==> config.mk <==
export PLATFORM = sky130hd
export DESIGN_NAME = instruction_fetch
export DESIGN_NICKNAME = d
export VERILOG_FILES = /design/src/rtl/instruction_fetch_pkg.sv /design/src/rtl/instruction_fetch_ifid_reg.sv /design/src/rtl/instruction_fetch.sv
export SDC_FILE = /design/constraint.sdc
export NUM_CORES = 1
export LEC_CHECK = 0
export BUFFER_PORTS_ARGS = -buffer_cell sky130_fd_sc_hd__buf_4
export CORE_AREA = 10 10 88 90
export CTS_BUF_LIST = sky130_fd_sc_hd__clkbuf_4 sky130_fd_sc_hd__clkbuf_8 sky130_fd_sc_hd__clkbuf_16
export DETAILED_ROUTE_END_ITERATION = 6
export DIE_AREA = 0 0 98 100
export PLACE_DENSITY = 0.68
export SLEW_MARGIN = 20
export SYNTH_ARGS = -nofsm -noshare
export SYNTH_HDL_FRONTEND = slang
export SYNTH_SLANG_ARGS = --single-unit
==> constraint.sdc <==
create_clock -name clk -period 1.85 [get_ports clk]
set_clock_uncertainty 0.05 [all_clocks]
set_input_delay 0.2775 -clock clk [delete_from_list [all_inputs] [get_ports clk]]
set_output_delay 0.2775 -clock clk [all_outputs]
set_load 0.01 [all_outputs]
==> src/rtl/instruction_fetch_pkg.sv <==
// Shared fetch-stage types and constants for the 16-bit RISC core.
// Used by instruction_fetch and ifid_reg.
package instruction_fetch_pkg;

    localparam int PC_W    = 16;
    localparam int INSTR_W = 16;
    localparam int OPC_HI  = 15;
    localparam int OPC_LO  = 12;

    localparam logic [OPC_HI-OPC_LO:0] HALT_OPCODE = 4'hF;

    typedef enum logic {
        RUN,
        HALT
    } fetch_state_e;

    typedef struct packed {
        logic [PC_W-1:0]    pc;
        logic [INSTR_W-1:0] instr;
    } if_id_t;

    function automatic logic is_halt(input logic [INSTR_W-1:0] instr);
        return instr[OPC_HI:OPC_LO] == HALT_OPCODE;
    endfunction

endpackage

==> src/rtl/instruction_fetch_ifid_reg.sv <==
// IF/ID holding register: flush beats load, otherwise the contents hold.
// Contents are kept on flush; only the valid bit drops.
module ifid_reg
    import instruction_fetch_pkg::*;
(
    input  logic   clk,
    input  logic   rst_n,
    input  logic   load,
    input  logic   flush,
    input  if_id_t d,
    output logic   valid,
    output if_id_t q
);

    always_ff @(posedge clk or negedge rst_n) begin
        if (!rst_n) begin
            valid <= 1'b0;
            q     <= '0;
        end else if (flush) begin
            valid <= 1'b0;
        end else if (load) begin
            valid <= 1'b1;
            q     <= d;
        end
    end

endmodule

==> src/rtl/instruction_fetch.sv <==
// Fetch stage: PC register, next-PC mux, RUN/HALT control and IF/ID slot.
// Halt-opcode detection is built only when FETCH_HALT_EN is defined.
module instruction_fetch
    import instruction_fetch_pkg::*;
#(
    parameter logic [PC_W-1:0] RESET_PC = '0
) (
    input  logic               clk,
    input  logic               rst_n,
    output logic [PC_W-1:0]    imem_pc,
    input  logic [INSTR_W-1:0] imem_instr,
    output logic               id_valid,
    input  logic               id_ready,
    output logic [INSTR_W-1:0] id_instr,
    output logic [PC_W-1:0]    id_pc,
    input  logic               redirect_valid,
    input  logic [PC_W-1:0]    redirect_pc,
    output logic               halted
);

    fetch_state_e    state_q, state_d;
    logic [PC_W-1:0] pc_q, pc_d;
    logic            load, cap, flush;
    if_id_t          slot_d, slot_q;
    logic            unused_rpc0;

    assign unused_rpc0 = redirect_pc[0];
    assign load        = !id_valid || id_ready;
    assign imem_pc     = pc_q;

    always_ff @(posedge clk or negedge rst_n) begin
        if (!rst_n) begin
            pc_q    <= RESET_PC;
            state_q <= RUN;
        end else begin
            pc_q    <= pc_d;
            state_q <= state_d;
        end
    end

    always_comb begin
        pc_d    = pc_q;
        state_d = state_q;
        cap     = 1'b0;
        flush   = 1'b0;
        if (redirect_valid) begin
            pc_d    = {redirect_pc[PC_W-1:1], 1'b0};
            state_d = RUN;
            flush   = 1'b1;
        end else if (load) begin
            unique case (state_q)
                RUN: begin
`ifdef FETCH_HALT_EN
                    if (is_halt(imem_instr)) begin
                        state_d = HALT;
                        flush   = 1'b1;
                    end else begin
                        cap  = 1'b1;
                        pc_d = pc_q + PC_W'(2);
                    end
`else
                    cap  = 1'b1;
                    pc_d = pc_q + PC_W'(2);
`endif
                end
                HALT: flush = 1'b1;
                default: ;
            endcase
        end
    end

    assign slot_d.pc    = pc_q;
    assign slot_d.instr = imem_instr;

    ifid_reg u_ifid (
        .clk   (clk),
        .rst_n (rst_n),
        .load  (cap),
        .flush (flush),
        .d     (slot_d),
        .valid (id_valid),
        .q     (slot_q)
    );

    assign id_instr = slot_q.instr;
    assign id_pc    = slot_q.pc;

`ifdef FETCH_HALT_EN
    assign halted = (state_q == HALT);
`else
    assign halted = 1'b0;
`endif

endmodule
==> results of run 1 <==
==> final cells by class <==
class | instances | area [µm²] | share of cell area
clock buffer | 8 | 104 | 0.0361
inverter | 2 | 7.51 | 0.00261
multi-input combinational | 107 | 820 | 0.285
sequential | 47 | 1180 | 0.409
tap | 77 | 96.3 | 0.0335
timing repair buffer | 88 | 676 | 0.235
==> worst max-delay path by stage <==
stage / from / end / slack, ps / depth (start not counted)
6_report: imem_pc[5] / imem_pc[15] / 180 / 4
5_1_grt: imem_pc[5] / imem_pc[15] / 30 / 4
4_1_cts: imem_pc[4] / imem_pc[15] / 160 / 4
3_5_place_dp: imem_pc[4] / imem_pc[15] / 180 / 4
3_3_place_gp: imem_pc[4] / imem_pc[15] / 230 / 4
2_1_floorplan: imem_pc[7] / imem_pc[15] / 270 / 4
==> kinds of logic after synthesis <==
family,Yosys count,share of synthesized area
AO/OA/AOI/OAI,19,0.0502
XOR/XNOR,10,0.0428
adder cells (fa/ha/maj),1,0.00612
buffers and inverters,12,0.0318
flip-flops,47,0.575
multiplexers,32,0.176
other,1,0.00183
AND/OR/NAND/NOR,42,0.117
==> where the power goes <==
group	leakage (nW)	total (mW)	switching (mW)	internal (mW)
registers	0.555	1.27	0.0997	1.17
clock network	0.0549	0.686	0.330	0.356
logic	0.705	0.633	0.269	0.364
total	1.31	2.59	0.699	1.89
==> stage by stage <==
step	std cells	setup slack, ps
finish	329	177
global route	329	30.0
CTS	329	164
detailed placement	320	183
global placement	320	227
floorplan	166	266
==> per-layer routing <==
layer	wire, µm	vias to the layer above
met3	548	6
li1	-	742
met4	51	0
met2	2240	54
met5	0	-
met1	2130	717
==> critical path, delay by kind of cell (launching register included) <==
kind             cells  cell delay [ps]
flip-flops           1              440
AO/OA/AOI/OAI        1              180
AND/OR/NAND/NOR      3              930
==> cells in the final DEF (no fill, tap or decap) <==
master          n
o21ai_0        14
clkinv_1        1
nand4_4         1
conb_1          3
ha_1            1
buf_12          1
and2_2          1
nor2b_1         1
clkbuf_4        1
dfrtp_1        47
xnor2_1         2
xor2_1          8
and4_4          1
mux2_2         31
and2_1          1
nand2_1        14
nor3_1          1
buf_4          86
and3_2          1
mux2i_1         1
o31ai_1         1
or4_1           1
nand4_1         5
inv_1           1
clkbuf_8        7
nand3_1         4
nor2_1          4
a31oi_1         4
nand2b_1        1
and4_1          1
nand3_2         1
nor2_4          1
or3_1           3
dlygate4sd3_1   1
==> what timing repair did <==
item | in CTS | in global routing
hold buffers | 1 | 0
endpoints found under the hold margin | 47 | 0
setup endpoints to repair | 0 | 0
==> sequential cells by signal, indices dropped and copies added (netlist names) <==
name          count
u_ifid.q         31
u_ifid.valid      1
imem_pc          15
==> metrics.txt, run 1 <==
Critical Path Max Stage Delay=about 440 ps; Synth Register Bits=47; Synth area leaders=dfrtp_1 57%, mux2_2 17%, o21ai_0 3.4%; power per standard cell area=roughly 900 mW/mm²; worst-margin pin slew=about 600 ps; worst vdd ir=0.000521 V; Area Overhead vs Synth=40.7%; most numerous cell in the Yosys netlist=dfrtp_1; worst min-delay path class=in -> reg; gpl congestion=0.719; outcome=completed; global-route wire length before repair=a little over 8000 µm; CP max FO=6; WHS Path Cells=3; TritonCTS clock tree=built; Max Cap Viol=0; Final Cell Area=around 0.0029 mm²; Layout Nets=288; worst-skew pair later-pin latency=slightly below 300 ps; grt met1 use=0.116; core area=0.00613 mm²; r2r startpoint=imem_pc[5]; max_slew headroom=0.596; share of cells above drive strength 1=0.524; sequential share of the synthesized area=0.575; number of DRC markers in iteration 0=44; HP Start=redirect_pc[11]; fin crit period=between 1500 and 2000 ps; leading area contributor after synthesis=dfrtp_1; All-Layer GR Usage=0.101; FFs w/ async S/R, synth=1.00; FMAX=598 MHz; Post-DP HPWL=~3800 µm; placed inst area=0.00277 mm²; met3 usage=0.0556; Syn Area/Cell=about 12 µm²; row count=29; port buffer count=81; filler cell count=around 570; Overall Power=roughly 2.6 mW; Mapped Cells=roughly 160; Setup-failing EPs final=0; Clock transition at path regs=around 80 ps; worst reg2reg path endpoint=imem_pc[15]; drt first pass iters=4; clock buffer depth=2; gr busiest metal=met2; Detail Route Antenna Nets=0; final WL=between 4000 and 5000 µm; Layout Utilization=0.469; P_leak=1.31 nW; Setup Buffers After CTS=0; CP required=approximately 2000 ps; final critical-path share of the clock period=0.904; Via Count=around 1.5k; antenna violations before repair=0; Hold Slack=~130 ps; CP Class=reg -> reg; Hold EP=imem_pc[11]; TritonCTS Sinks=47; final setup TNS=0 ps; warnings from Yosys=0; area share of the largest cell type after synthesis=0.575; Reg2Reg Depth=4; final hold vios=0; Post-synth EDFFs=0; root buf cell=clkbuf_8; slowest stage cell, crit path=dfrtp_1; startpoint types=flip-flop; cts bufs inserted=5; Netlist Area Pre-Place=between 0.002 and 0.0025 mm²; # diodes=0; vias per cell=4.62; die extent in x=98 µm; Die H=~100 µm; CTS-repair resized insts=0; RSZ-0062 raised after global routing=no; global routing usage on met2=0.161; Die Area=around 0.0098 mm²; crit path cell chain=and4_1, nand3_2, or4_1, a31oi_1; initial core utilization=0.334; Worst EP arrival=around 1800 ps; reg2reg setup slack=~180 ps; drt drc=0; library cells used by synthesis=31; overflow left after global routing=0; WL per Instance=~15 µm; Synth top cells by count=47 x dfrtp_1, 31 x mux2_2, 14 x nand2_1, 14 x o21ai_0, 8 x xor2_1; largest net degree at the start of global routing=48; H-Tree Depth=2; vias in the first global route=roughly 1.6k; io pins=86; Synth Flop Type=dfrtp_1; crit end category=flip-flop; Pins Over Slew Limit=0
Power figures use the tool's default switching activity.
==> inputs of run 2 (changes only) <==
--- a/config.mk
+++ b/config.mk
@@ -6,11 +6,11 @@
 export NUM_CORES = 1
 export LEC_CHECK = 0
 export BUFFER_PORTS_ARGS = -buffer_cell sky130_fd_sc_hd__buf_4
-export CORE_AREA = 10 10 88 90
+export CORE_AREA = 10 10 83 85
 export CTS_BUF_LIST = sky130_fd_sc_hd__clkbuf_4 sky130_fd_sc_hd__clkbuf_8 sky130_fd_sc_hd__clkbuf_16
 export DETAILED_ROUTE_END_ITERATION = 6
-export DIE_AREA = 0 0 98 100
-export PLACE_DENSITY = 0.68
+export DIE_AREA = 0 0 93 95
+export PLACE_DENSITY = 0.75
 export SLEW_MARGIN = 20
 export SYNTH_ARGS = -nofsm -noshare
 export SYNTH_HDL_FRONTEND = slang
==> run 2 against run 1 <==
Global-route usage rose by 1.2 points. Routed wire length rose by 0.40%. Sequential share of layout area down 0.19 points. Register-to-register slack gained 40 ps. Critical path depth is the same. Via count shrank 1.4%. Highest routed layer unchanged. Cell count shrank 1.5%. First-iteration DRC count up 130%. Clock-buffer cell count fell by 3. Worst hold slack worse by 7.6 ps. Core utilization rose by 7.2 points. Non-clock buffer count did not move.
==> metrics.txt, run 2 (same netlist as run 1, synthesis figures left out) <==
outcome=completed; worst-margin pin slew=a little under 600 ps; TritonCTS clock tree=built; Detail Route Antenna Nets=0; clock buffer depth=2; row count=27; worst vdd ir=between 0.0005 and 0.0006 V; Die H=95 µm; RSZ-0062 raised after global routing=no; root buf cell=clkbuf_8; final critical-path share of the clock period=0.880; antenna violations before repair=0; H-Tree Depth=2; worst-skew pair later-pin latency=roughly 300 ps; cts bufs inserted=5; power per standard cell area=just under 1000 mW/mm²; core area=about 0.0053 mm²; FMAX=614 MHz; Layout Nets=around 290; drt first pass iters=4; CP Class=reg -> reg; Via Count=1498; All-Layer GR Usage=0.114; global-route wire length before repair=approximately 8100 µm; Die Area=0.00884 mm²; initial core utilization=0.383; most frequent cells in the layout=87 x buf_4, 47 x dfrtp_1, 31 x mux2_2; Post-DP HPWL=between 3000 and 4000 µm; WL per Instance=approximately 15 µm; Pins Over Slew Limit=0; share of cells above drive strength 1=0.524; startpoint types=flip-flop; port buffer count=about 80; Area Overhead vs Synth=41.4%; Buffers & Inverters on Critical Path=0; Max Cap Viol=0; filler cell count=493; crit end category=flip-flop; CTS-repair resized insts=0; Setup Buffers After CTS=0; number of flip-flops under the largest register name=31; slowest stage cell, crit path=dfrtp_1; final WL=4990 µm; largest net degree at the start of global routing=48; Critical Path Max Stage Delay=430 ps; vias per cell=~4.6; commonest non-fill, non-tap cell in the layout=buf_4; fin crit period=1630 ps; Setup-failing EPs final=0; vias in the first global route=1617; Clock transition at path regs=about 90 ps; P_leak=~1.3 nW; io pins=86; Post-Place Worst Slack=between 200 and 250 ps; CP required=between 2000 and 2500 ps; Final Cell Area=between 0.002 and 0.003 mm²; Largest Register=u_ifid.q; crit path cell chain=and4_1, nand3_2, or4_1, a31oi_1; overflow left after global routing=0; placed inst area=~0.0027 mm²; final hold vios=0; drt drc=0; Hold Slack=around 130 ps; Layout Utilization=0.542; final setup TNS=0 ps; TritonCTS Sinks=47; Final WS setup=between 200 and 250 ps; # diodes=0; max_slew headroom=0.604; gpl congestion=approximately 0.73; die extent in x=roughly 93 µm; cell family with most CP delay=simple AND/OR/NAND/NOR gates; worst min-delay path class=in -> reg; number of DRC markers in iteration 0=101; Worst EP arrival=about 1800 ps; CP max FO=6
[run 2: power breakdown]
group	leakage (nW)	switching [mW]	internal, mW
Clock	0.0644	0.363	0.539
Sequential	0.555	0.100	1.17
Combinational	0.701	0.271	0.360
Total	1.32	0.734	2.07
[run 2: metrics by stage]
stage | cells | power [mW]
after floorplan | 166 | 1.56
after global placement | 315 | 1.92
after detailed placement | 315 | 1.94
after CTS | 324 | 2.84
after global routing | 324 | 2.96
final | 324 | 2.80
[run 2: area by class of cell]
type                    count  area, µm²  share of cell area
inverters                   2       7.51             0.00260
well taps                  72       90.1              0.0311
clock inverters             3       67.6              0.0234
repair buffers             88        663               0.229
multi-input cells         107        820               0.283
flip-flops and latches     47       1180               0.407
clock buffers               5       68.8              0.0238
[run 2: what timing repair did]
action,in CTS,in global routing
hold buffers,1,0
setup endpoints to repair,0,0
endpoints found under the hold margin,47,0
[run 2: layer usage]
layer | global-route usage | wire, µm
met2 | 0.188 | 2490
met4 | 0.0386 | 45
met3 | 0.0508 | 398
met5 | 0 | 0
met1 | 0.129 | 2050
[run 2: path summary, 6_finish.rpt]
kind,startpoint,endpoint,slack (ps),depth (start not counted)
worst min register to register,u_ifid.q[30],u_ifid.q[30],460,1
worst max-delay path,imem_pc[4],imem_pc[15],220,4
min in group asynchronous,rst_n,u_ifid.q[21],470,2
worst min-delay path,redirect_pc[8],imem_pc[8],130,3
max in group asynchronous,rst_n,u_ifid.q[13],870,2
worst max register to register,imem_pc[4],imem_pc[15],220,4
[run 2: worst min-delay path: cells and delay by family]
family | cells | cell delay [ps]
AOI/OAI and AO/OA | 1 | 50
buffers and inverters | 1 | 80
and+or+nand+nor | 1 | 40
==> inputs of run 3 (changes only) <==
--- a/config.mk
+++ b/config.mk
@@ -5,12 +5,12 @@
 export SDC_FILE = /design/constraint.sdc
 export NUM_CORES = 1
 export LEC_CHECK = 0
-export BUFFER_PORTS_ARGS = -buffer_cell sky130_fd_sc_hd__buf_4
 export CORE_AREA = 10 10 83 85
 export CTS_BUF_LIST = sky130_fd_sc_hd__clkbuf_4 sky130_fd_sc_hd__clkbuf_8 sky130_fd_sc_hd__clkbuf_16
 export DETAILED_ROUTE_END_ITERATION = 6
 export DIE_AREA = 0 0 93 95
-export PLACE_DENSITY = 0.75
+export DONT_BUFFER_PORTS = 1
+export PLACE_DENSITY = 0.61
 export SLEW_MARGIN = 20
 export SYNTH_ARGS = -nofsm -noshare
 export SYNTH_HDL_FRONTEND = slang
==> run 3 against run 2 <==
Clock-buffer cell count increased by 2. First-iteration DRC count fell by 27%. Worst hold slack got worse by 96 ps. Flip-flop and latch count is the same. Largest cell class unchanged.
==> metrics.txt, run 3 (same netlist as run 1, synthesis figures left out) <==
die extent in x=around 93 µm; largest net degree at the start of global routing=48; Overall Power=approximately 2.4 mW; fin crit period=1590 ps; drt first pass iters=4; TritonCTS clock tree=built; startpoint types=flip-flop; core area=0.00534 mm²; gpl congestion=roughly 0.75; vias in the first global route=1347; CP required=around 2000 ps; row count=27; vias per cell=~5.1; Pins Over Slew Limit=0; outcome=completed; Layout Nets=215; drt drc=0; CP max FO=7; crit end category=flip-flop; antenna violations before repair=0; Die Area=~0.0088 mm²; filler cell count=528; power per standard cell area=between 1000 and 1500 mW/mm²; # diodes=0; slowest stage cell, crit path=dfrtp_1; Worst EP arrival=1770 ps; clock buffer depth=2; P_leak=between 0.9 and 1 nW; initial core utilization=0.383; number of DRC markers in iteration 0=74; Buffers & Inverters on Critical Path=0; global-route wire length before repair=7490 µm; WL per Instance=20.1 µm; Hold Slack=30.6 ps; Clock transition at path regs=90 ps; worst vdd ir=between 0.0004 and 0.0005 V; FMAX=around 630 MHz; final hold vios=0; RSZ-0062 raised after global routing=no; most frequent cells in the layout=47 x dfrtp_1, 31 x mux2_2, 14 x o21ai_0, 14 x nand2_1, 13 x buf_4; worst min-delay path class=in -> reg; reg2reg setup slack=roughly 260 ps; Via Count=approximately 1.3k; Critical Path Max Stage Delay=approximately 450 ps; share of cells above drive strength 1=0.330; Layout Utilization=0.436; final critical-path share of the clock period=0.860; number of flip-flops under the largest register name=31; Post-DP HPWL=~3900 µm; TritonCTS Sinks=47; final cell count without fillers=251; final setup TNS=0 ps; Setup-failing EPs final=0; root buf cell=clkbuf_8; Largest Register=u_ifid.q; overflow left after global routing=0; crit path cell chain=nand2b_1, nand3_2, or4_1, a31oi_1; cell family with most CP delay=simple AND/OR/NAND/NOR gates; CP Class=reg -> reg; io pins=86; Detail Route Antenna Nets=0; H-Tree Depth=2; placed cells=about 240; final WL=5050 µm; commonest non-fill, non-tap cell in the layout=dfrtp_1; cts bufs inserted=5; worst-skew pair later-pin latency=290 ps; Max Cap Viol=0; Area Overhead vs Synth=13.8%; port buffer count=0; Die H=approximately 95 µm; All-Layer GR Usage=0.109
-- run 3: worst paths after layout --
check	from	endpoint	cells past startpoint
hold / removal	redirect_valid	imem_pc[1]	1
hold reg to reg	u_ifid.q[28]	u_ifid.q[28]	1
max in group asynchronous	rst_n	u_ifid.q[11]	2
setup / recovery	u_ifid.valid	imem_pc[15]	4
min in group asynchronous	rst_n	u_ifid.q[18]	2
setup reg to reg	u_ifid.valid	imem_pc[15]	4
-- run 3: report_power, final --
| group | switching, mW | internal (mW) | leakage, nW |
|---|---|---|---|
| registers | 0.177 | 1.17 | 0.555 |
| clock network | 0.341 | 0.340 | 0.0505 |
| logic | 0.158 | 0.174 | 0.356 |
| total | 0.676 | 1.68 | 0.962 |
-- run 3: routing by layer --
layer  wire length (µm)  global-route usage  vias to the layer above
li1                   -                   -                      593
met1               1800               0.111                      649
met2               2910               0.203                       36
met3                267              0.0389                        6
met4                 71              0.0373                        0
met5                  0                   0                        -
-- run 3: layout make-up --
class / instances / area, µm² / share of cell area
clock buffers: 7 / 96.3 / 0.0414
clock inverters: 1 / 7.51 / 0.00323
inverters: 2 / 7.51 / 0.00323
multi-input cells: 107 / 815 / 0.350
flip-flops and latches: 47 / 1180 / 0.505
well taps: 72 / 90.1 / 0.0387
repair buffers: 15 / 135 / 0.0581
-- run 3: stage by stage --
stage          cell area (µm²)  worst slack [ps]
6_report                  2330               259
5_1_grt                   2330               131
4_1_cts                   2330               258
3_5_place_dp              2190               251
3_3_place_gp              2190               289
2_1_floorplan             2050               266
-- run 3: timing repair --
item	CTS	global route
hold buffers	2	0
setup buffers	0	0
gates resized for setup	0	0
hold endpoints to repair	47	0
